===== config.mk =====
export PLATFORM = sky130hd
export DESIGN_NAME = serial_sub_flat
export DESIGN_NICKNAME = d
export VERILOG_FILES = /design/src/rtl/serial_sub_pkg.sv /design/src/rtl/serial_sub_if.sv /design/src/rtl/serial_sub_sub4_slice.sv /design/src/rtl/serial_sub.sv /design/src/flat_wrapper.sv
export SDC_FILE = /design/constraint.sdc
export NUM_CORES = 1
export LEC_CHECK = 0
export CORE_ASPECT_RATIO = 1.75
export CORE_MARGIN = 10
export CORE_UTILIZATION = 56
export CTS_CLUSTER_DIAMETER = 200
export DETAILED_ROUTE_END_ITERATION = 10
export DONT_BUFFER_PORTS = 1
export GPL_TIMING_DRIVEN = 0
export PLACE_DENSITY = 0.74
export SLEW_MARGIN = 20
export SYNTH_ARGS = -nofsm -noshare
export SYNTH_HDL_FRONTEND = slang
export SYNTH_SLANG_ARGS = --single-unit

===== constraint.sdc =====
create_clock -name clk -period 3.6 [get_ports clk]
set_input_delay 0.18 -clock clk [delete_from_list [all_inputs] [get_ports clk]]
set_output_delay 0.18 -clock clk [all_outputs]
set_load 0.005 [all_outputs]

===== src/rtl/serial_sub_pkg.sv =====
// Shared types and constants for the serial subtractor.
//   state_t   : FSM states (IDLE, RUN, DONE)
//   SLICE_W   : bits processed per clock (matches sub4_slice)
//   nslices() : number of slices needed for a given operand width
package serial_sub_pkg;

    localparam int SLICE_W = 4;

    typedef enum logic [1:0] {
        IDLE = 2'd0,
        RUN  = 2'd1,
        DONE = 2'd2
    } state_t;

    function automatic int nslices(input int width);
        return width / SLICE_W;
    endfunction

endpackage


===== src/rtl/serial_sub_if.sv =====
// Operand/result handshake bundle for serial_sub.
//   in_valid/in_ready   : operand transfer (a, b, bin)
//   out_valid/out_ready : result transfer (diff, bout)
// master = producer/consumer side, slave = the subtractor.
interface serial_sub_if #(
    parameter int WIDTH = 16
);
    logic             in_valid;
    logic             in_ready;
    logic [WIDTH-1:0] a;
    logic [WIDTH-1:0] b;
    logic             bin;
    logic             out_valid;
    logic             out_ready;
    logic [WIDTH-1:0] diff;
    logic             bout;

    modport master (
        output in_valid, a, b, bin, out_ready,
        input  in_ready, out_valid, diff, bout
    );

    modport slave (
        input  in_valid, a, b, bin, out_ready,
        output in_ready, out_valid, diff, bout
    );
endinterface


===== src/rtl/serial_sub_sub4_slice.sv =====
// sub4_slice: combinational 4-bit borrow-ripple subtractor slice.
//   x, y : minuend / subtrahend nibbles
//   bi   : borrow in
//   d    : x - y - bi (mod 16)
//   bo   : borrow out
module sub4_slice (
    input  logic [3:0] x,
    input  logic [3:0] y,
    input  logic       bi,
    output logic [3:0] d,
    output logic       bo
);
    logic [4:0] br;

    assign br[0] = bi;

    for (genvar i = 0; i < 4; i++) begin : g_bit
        assign d[i]    = x[i] ^ y[i] ^ br[i];
        assign br[i+1] = (~x[i] & y[i]) | (~x[i] & br[i]) | (y[i] & br[i]);
    end

    assign bo = br[4];
endmodule


===== src/rtl/serial_sub.sv =====
// serial_sub: multi-cycle unsigned subtractor, diff = a - b - bin.
// One 4-bit slice per clock, LSB first; the borrow between slices is
// carried across cycles in borrow_q.
//   clk, rst_n : clock, asynchronous active-low reset
//   bus        : serial_sub_if slave (operand in, result out, valid/ready)
module serial_sub
    import serial_sub_pkg::*;
#(
    parameter int WIDTH = 16
) (
    input  logic        clk,
    input  logic        rst_n,
    serial_sub_if.slave bus
);
    localparam int NS    = nslices(WIDTH);
    localparam int CNT_W = (NS > 1) ? $clog2(NS) : 1;
    localparam logic [CNT_W-1:0] LAST = CNT_W'(NS - 1);

    state_t           state_q, state_d;
    logic [WIDTH-1:0] a_q, b_q, diff_q;
    logic [CNT_W-1:0] cnt_q;
    logic             borrow_q, bout_q;

    logic [SLICE_W-1:0] x, y, d;
    logic               bo;

    // Single slice datapath, operand nibble selected by the slice count.
    assign x = a_q[cnt_q*SLICE_W +: SLICE_W];
    assign y = b_q[cnt_q*SLICE_W +: SLICE_W];

    sub4_slice u_slice (
        .x  (x),
        .y  (y),
        .bi (borrow_q),
        .d  (d),
        .bo (bo)
    );

    always_ff @(posedge clk or negedge rst_n) begin
        if (!rst_n) state_q <= IDLE;
        else        state_q <= state_d;
    end

    always_comb begin
        state_d = state_q;
        case (state_q)
            IDLE:    if (bus.in_valid)    state_d = RUN;
            RUN:     if (cnt_q == LAST)   state_d = DONE;
            DONE:    if (bus.out_ready)   state_d = IDLE;
            default:                      state_d = IDLE;
        endcase
    end

    always_ff @(posedge clk or negedge rst_n) begin
        if (!rst_n) begin
            a_q      <= '0;
            b_q      <= '0;
            diff_q   <= '0;
            cnt_q    <= '0;
            borrow_q <= 1'b0;
            bout_q   <= 1'b0;
        end else begin
            case (state_q)
                IDLE: begin
                    if (bus.in_valid) begin
                        a_q      <= bus.a;
                        b_q      <= bus.b;
                        borrow_q <= bus.bin;
                        cnt_q    <= '0;
                    end
                end
                RUN: begin
                    diff_q[cnt_q*SLICE_W +: SLICE_W] <= d;
                    borrow_q <= bo;
                    cnt_q    <= cnt_q + 1'b1;
                    if (cnt_q == LAST) bout_q <= bo;
                end
                default: ;
            endcase
        end
    end

    assign bus.in_ready  = (state_q == IDLE);
    assign bus.out_valid = (state_q == DONE);
    assign bus.diff      = diff_q;
    assign bus.bout      = bout_q;
endmodule

===== src/flat_wrapper.sv =====
// flat-port wrapper written by rule: the top's interface ports become plain ports
module serial_sub_flat import serial_sub_pkg::*;
#(
    parameter int WIDTH = 16
)
  (clk, rst_n, bus_in_valid, bus_a, bus_b, bus_bin, bus_out_ready, bus_in_ready, bus_out_valid, bus_diff, bus_bout);
  serial_sub_if #(.WIDTH(WIDTH)) bus_i ();
  input  logic clk;
  input  logic rst_n;
  input wire logic [$bits(bus_i.in_valid)-1:0] bus_in_valid;
  input wire logic [$bits(bus_i.a)-1:0] bus_a;
  input wire logic [$bits(bus_i.b)-1:0] bus_b;
  input wire logic [$bits(bus_i.bin)-1:0] bus_bin;
  input wire logic [$bits(bus_i.out_ready)-1:0] bus_out_ready;
  output wire logic [$bits(bus_i.in_ready)-1:0] bus_in_ready;
  output wire logic [$bits(bus_i.out_valid)-1:0] bus_out_valid;
  output wire logic [$bits(bus_i.diff)-1:0] bus_diff;
  output wire logic [$bits(bus_i.bout)-1:0] bus_bout;
  assign bus_i.in_valid = bus_in_valid;
  assign bus_i.a = bus_a;
  assign bus_i.b = bus_b;
  assign bus_i.bin = bus_bin;
  assign bus_i.out_ready = bus_out_ready;
  assign bus_in_ready = bus_i.in_ready;
  assign bus_out_valid = bus_i.out_valid;
  assign bus_diff = bus_i.diff;
  assign bus_bout = bus_i.bout;
  serial_sub #(.WIDTH(WIDTH)) u_core (.clk(clk), .rst_n(rst_n), .bus(bus_i));
endmodule

After elaboration in Yosys (flattened, before gate mapping). Index checks and enable logic that the tools add are counted.

Bits in registers: 54. Bits in latches: 0. Memory bits (writable): 0. Memory bits (read-only): 0. Input port bits: 37. Output and inout bits: 19. Word-level logic and storage cells: 66. Memories: 0.

Add/sub/neg operators: 2. Multiply operators: 0. Div/mod/pow operators: 0. Magnitude comparators: 0. Equality and inequality tests: 6. Shift-type cells: 4. Multiplexer cells: 9. Bitwise logic cells: 32. Reductions and logical operators: 6.

Operator list (number): 4-bit negation with 34-bit output (1); 4-bit by 34-bit variable shift with 16-bit output, first input constant (1); 4-bit by 34-bit indexed part select with 16-bit output (1); 16-bit by 5-bit indexed part select with 4-bit output (2); 16-bit bitwise mux (1); 1-bit AND (12); 2-bit two-way mux (4); 1-bit bitwise OR (8); 1-bit bitwise XOR (8); 2-bit one-hot mux with 3 select lines (1); 2-bit AND reduction (3); 2-bit equality test, second input constant (2); 2-bit != test, second input constant (2); 1-bit NOT (4); 2-bit one-hot mux with 2 select lines (1); 3-bit AND reduction (1); 2-bit by 1-bit adder with 2-bit output, second input constant (1); 2-bit by 1-bit equality test with 1-bit output, second input constant (1); 2-bit zero test (1); 2-bit by 1-bit != test with 1-bit output, second input constant (1); 1-bit one-hot mux with 2 select lines (1); 2-bit nonzero test (1); 1-bit two-way mux (1).

Logic depth before layout (Yosys ltp).
Depth after elaboration: 15. Gate-level depth with buffers: 9. Mapped depth without buffers: 8.

Cells and area by module. From an unflattened synthesis, not the netlist that was laid out.

Cell total of the unflattened synthesis: 178. Area total of the unflattened synthesis: 2511.2 µm².

By module, submodules not included: serial_sub (times used 1, cells an instance 164, area an instance 2393.5 µm², sequential area each 1351.3 µm²); sub4_slice (times used 1, cells an instance 14, area an instance 117.6 µm², sequential area each 0.0 µm²).

Least setup slack after synthesis. OpenSTA, ideal clock, no wires.

Path kind: flip-flop to flip-flop. Start point: register u_core.cnt_q[0]. End point: register u_core.diff_q[3], in the netlist u_core.bus.diff[3]. Setup time: 67 ps. Data arrival time: 3296 ps. Required time: 3533 ps. Setup slack: 237 ps. Stages on the path, launching flop included: 10. Buffers on the path: 2. Period minus slack after synthesis: 3363 ps. Path through: dfrtp_1 > buf_2 > buf_6 > mux4_2 > fa_1 > fa_1 > fa_1 > fa_1 > nor4bb_1 > a22o_1.

Cells in the longest elaborated chain, start to end: 14. Elaborated cells between the ends (all ways): 32. Classes of those cells: add/sub: 1; shift: 4; mux: 1; bitwise: 26.

RTL lines: start, declared (RTL line serial_sub.sv:21) `logic [CNT_W-1:0] cnt_q;`; start signal, assigned (RTL line serial_sub.sv:75) `cnt_q <= cnt_q + 1'b1;`; 16-bit by 5-bit indexed part select with 4-bit output (RTL line serial_sub.sv:28) `assign x = a_q[cnt_q*SLICE_W +: SLICE_W];`; 1-bit NOT (RTL line serial_sub_sub4_slice.sv:19) `assign br[i+1] = (~x[i] & y[i]) | (~x[i] & br[i]) | (y[i] & br[i]);`; 1-bit AND (RTL line serial_sub_sub4_slice.sv:19); 1-bit bitwise OR (2 in a row) (RTL line serial_sub_sub4_slice.sv:19); 1-bit AND (RTL line serial_sub_sub4_slice.sv:19); 1-bit bitwise OR (2 in a row) (RTL line serial_sub_sub4_slice.sv:19); 1-bit AND (RTL line serial_sub_sub4_slice.sv:19); 1-bit bitwise OR (2 in a row) (RTL line serial_sub_sub4_slice.sv:19); 1-bit bitwise XOR (RTL line serial_sub_sub4_slice.sv:18) `assign d[i] = x[i] ^ y[i] ^ br[i];`; 4-bit by 34-bit indexed part select with 16-bit output (RTL line serial_sub.sv:73) `diff_q[cnt_q*SLICE_W +: SLICE_W] <= d;`; 16-bit bitwise mux (*) (RTL line serial_sub.sv:73); end signal, assigned (RTL line serial_sub.sv:58) `diff_q <= '0;`; end signal, assigned by index (RTL line serial_sub.sv:73); end, declared (RTL line serial_sub.sv:20) `logic [WIDTH-1:0] a_q, b_q, diff_q;`.

Every way passes the cells marked *; elsewhere a longest branch is shown, timed or not. A chain may end at the register's enable or synchronous reset.

Final worst setup path. Ends and elaborated chain as after synthesis.

==> results.md <==
- Status: completed
- Max Cap Viol: 0
- Nets@finish: about 230
- Hold Path Depth: 1
- Die X: around 71 um
- Cells along the critical path: buf_6 > mux4_2 > fa_1 > fa_1 > fa_1 > fa_2 > nor4bb_2 > a22o_1
- Clock skew: approximately 2.7 ps
- Crit end category: flop
- Std cell rows: 32
- TNS Setup: 0 ps
- Crit path max fanout: 16
- Global-route wire length before repair: 8.38 mm
- GRT Resource Usage Total: 0.135
- Final Setup Violations: 0
- Clk pin slew, worst setup/hold paths: around 90 ps
- Largest family of logic cells by synthesized area: multiplexers
- Total Wirelength: 5.21 mm
- DR DRC count: 0
- CP peak stage delay: 530 ps
- Final Max Slew Viols: 0
- CP Launch Type: flop
- Worst Hold Path EP: u_core.b_q[15]
- DP Wirelength: between 4 and 5 mm
- I/O Buffers: 0
- Synthesis warning total: 0
- Htree depth: 2
- Tightest Hold Check Type: in -> reg
- Layout area overhead: 8.57%
- Final Wtd Congestion: 0.772
- Area fraction in compound gates after synthesis: 0.0746
- Flop2flop setup slack: approximately 140 ps
- R2R depth: 8
- Pre-Repair DR Iteration Count: 4
- Synth Cell Area: about 2600 um2
- Routed WL per cell: approximately 22 um
- Cells after Synth: 176
- Initial antenna violation count: 0
- Post-DR vias/cell: 6.30
- Share of the yosys chip area belonging to registers: 0.520
- Height of the die: about 110 um
- Post-route setup slack: about 140 ps
- Overflow after GRT: 0
- Setup CP Type: reg -> reg
- Clock Latency Late Sink: about 300 ps
- Peak VDD IR: 683 uV
- Worst Path Required: ~3900 ps
- PwrDens: between 1000 and 1500 nW/um2
- Largest net degree at the start of global routing: between 50 and 60
- Starting DRT DRC Count: around 110
- Vias in the first global route: around 1700
- Area of the die: 7870 um2
- CTS Buf Count: 5
- Simple-gate share of the synthesized area: 0.0900
- Share of layout cells above drive strength 1: 0.342
- Bufs on Longest Clock Path: 2
- Slew HR: 0.669
- Syn_nets: approximately 220
- I/O pin cnt: between 50 and 60
- Post-synth cell types: 28
- Worst Path Arrival: between 3000 and 4000 ps
- Xor and xnor area share after synthesis: 0
- FMAX: just under 300 MHz
- Routed Antenna Nets: 0
- R2R Path End: u_core.bus.diff[3]
- Final worst path period share: 0.960
- Post-synthesis mux area share: 0.216
- Clock root buffer: clkbuf_8
- Final Power: 2990 uW
- Critical R2R Launch: u_core.cnt_q[0]
- N_diodes: 0
- Crit-path slowest cell: mux4_2
- Cell mode on critical path: fa_1
- Mapped Avg Cell Area: 14.8 um2
- Worst Hold Launch: bus_b[15]
- Post-layout min period: ~3500 ps
- CTS tree: built
- Core ar.: roughly 4400 um2
- Leakage: around 0.0012 uW
- Setup Slack @ Placement: -125 ps
- Post-Synth Adder-Cell Area: 0.0597
- Final hold violation count: 0
- FF+latch count, synth: 54
- Clock sinks: 54
- Worst-margin pin slew: 495 ps
- Initial Util: 0.585
- DR vias: 1499
==> worst max-delay path: cells and delay by family, from the launching register on <==
family / cells / cell delay, ps
adders and majority gates: 4 / 1710
muxes: 1 / 530
DFF: 1 / 420
and+or+nand+nor: 1 / 310
buffers and inverters: 1 / 240
AOI/OAI and AO/OA: 1 / 180
==> sequential cells by signal, indices dropped and copies added (netlist names) <==
register / cells
u_core.borrow_q: 1
u_core.state_q: 2
u_core.bus.diff: 16
u_core.a_q: 16
u_core.b_q: 16
u_core.cnt_q: 2
u_core.bus.bout: 1
==> layer usage <==
layer,up-vias,share of wire,GRT usage
li1,666,-,-
met1,772,0.30,0.114
met2,52,0.60,0.270
met3,9,0.083,0.0564
met4,0,0.013,0.0431
met5,-,0,0
==> Yosys cell counts <==
cell type | n | area [um2]
o21ba_2 | 1 | 10.0
inv_1 | 7 | 26.3
mux4_2 | 8 | 180
a21oi_1 | 1 | 5.00
nor3b_2 | 1 | 12.5
fa_1 | 4 | 80.1
dfrtp_1 | 54 | 1350
clkbuf_1 | 1 | 3.75
buf_2 | 4 | 20.0
or4b_1 | 1 | 10.0
nand2b_1 | 4 | 25.0
o221a_2 | 1 | 11.3
o21ai_0 | 1 | 5.00
ha_1 | 6 | 75.1
a22o_1 | 4 | 35.0
nor4bb_1 | 4 | 40.0
nand3b_1 | 5 | 37.5
mux2_1 | 2 | 22.5
nor2b_1 | 10 | 62.6
nor3b_4 | 1 | 18.8
and3b_1 | 1 | 8.76
a32o_1 | 12 | 120
o21bai_1 | 1 | 7.51
buf_4 | 1 | 7.51
nor2_1 | 5 | 18.8
mux2i_1 | 1 | 10.0
buf_6 | 4 | 45.0
mux2_2 | 31 | 349
==> metrics by stage <==
| step | instance area (um2) | utilization | std cells | hold WS [ps] |
|---|---|---|---|---|
| finish | 2820 | 0.635 | 238 | 8.70 |
| global route | 2820 | 0.635 | 238 | 0.306 |
| CTS | 2820 | 0.634 | 238 | 7.02 |
| detailed placement | 2660 | 0.599 | 227 | -113 |
| global placement | 2660 | 0.599 | 227 | -114 |
| floorplan | 2600 | - | 176 | -116 |
==> worst max-delay path by stage <==
stage / slack [ps] / end / startpoint
2_1_floorplan: 240 / u_core.bus.diff[3] / u_core.cnt_q[0]
3_3_place_gp: -80 / u_core.bus.diff[3] / u_core.cnt_q[0]
3_5_place_dp: -120 / u_core.bus.diff[3] / u_core.cnt_q[0]
4_1_cts: 20 / u_core.bus.diff[3] / u_core.cnt_q[0]
5_1_grt: -5 / u_core.bus.diff[3] / u_core.cnt_q[0]
6_report: 140 / u_core.bus.diff[3] / u_core.cnt_q[0]
==> where the power goes <==
part / switching [uW] / total [uW] / internal [uW]
Sequential: 177 / 1060 / 878
Clock: 198 / 357 / 159
Combinational: 776 / 1580 / 803
Total: 1150 / 2990 / 1840
==> final cells by class <==
type	count	area (um2)
Clock buffer	6	82.6
Sequential cell	54	1350
Multi-Input combinational cell	105	1150
Inverter	7	26.3
Fill cell	334	1620
Buffer	9	72.6
Timing Repair Buffer	4	55.1
Clock inverter	2	16.3
Tap cell	51	63.8
==> cell usage in the layout (no fill, tap or decap), drive strengths merged, types with 5 or more instances in the layout <==
cell    instances
nor2            5
dfrtp          54
a32o           12
nand3b          5
ha              6
mux4            8
inv             8
buf            10
clkbuf          7
mux2           33
nor2b          10
==> logic make-up after synthesis <==
family,Yosys count
AO/OA/AOI/OAI,21
adder cells (fa/ha/maj),10
buffers and inverters,17
flip-flops,54
multiplexers,42
AND/OR/NAND/NOR,32
==> timing repair <==
item	4_1_cts	5_1_grt
buffers inserted	0	1
pin swaps	1	0
resized for setup	3	3
endpoints found under the hold margin	55	0
setup endpoints to repair	4	4
hold buffers	3	0
Power figures use the tool's default switching activity.
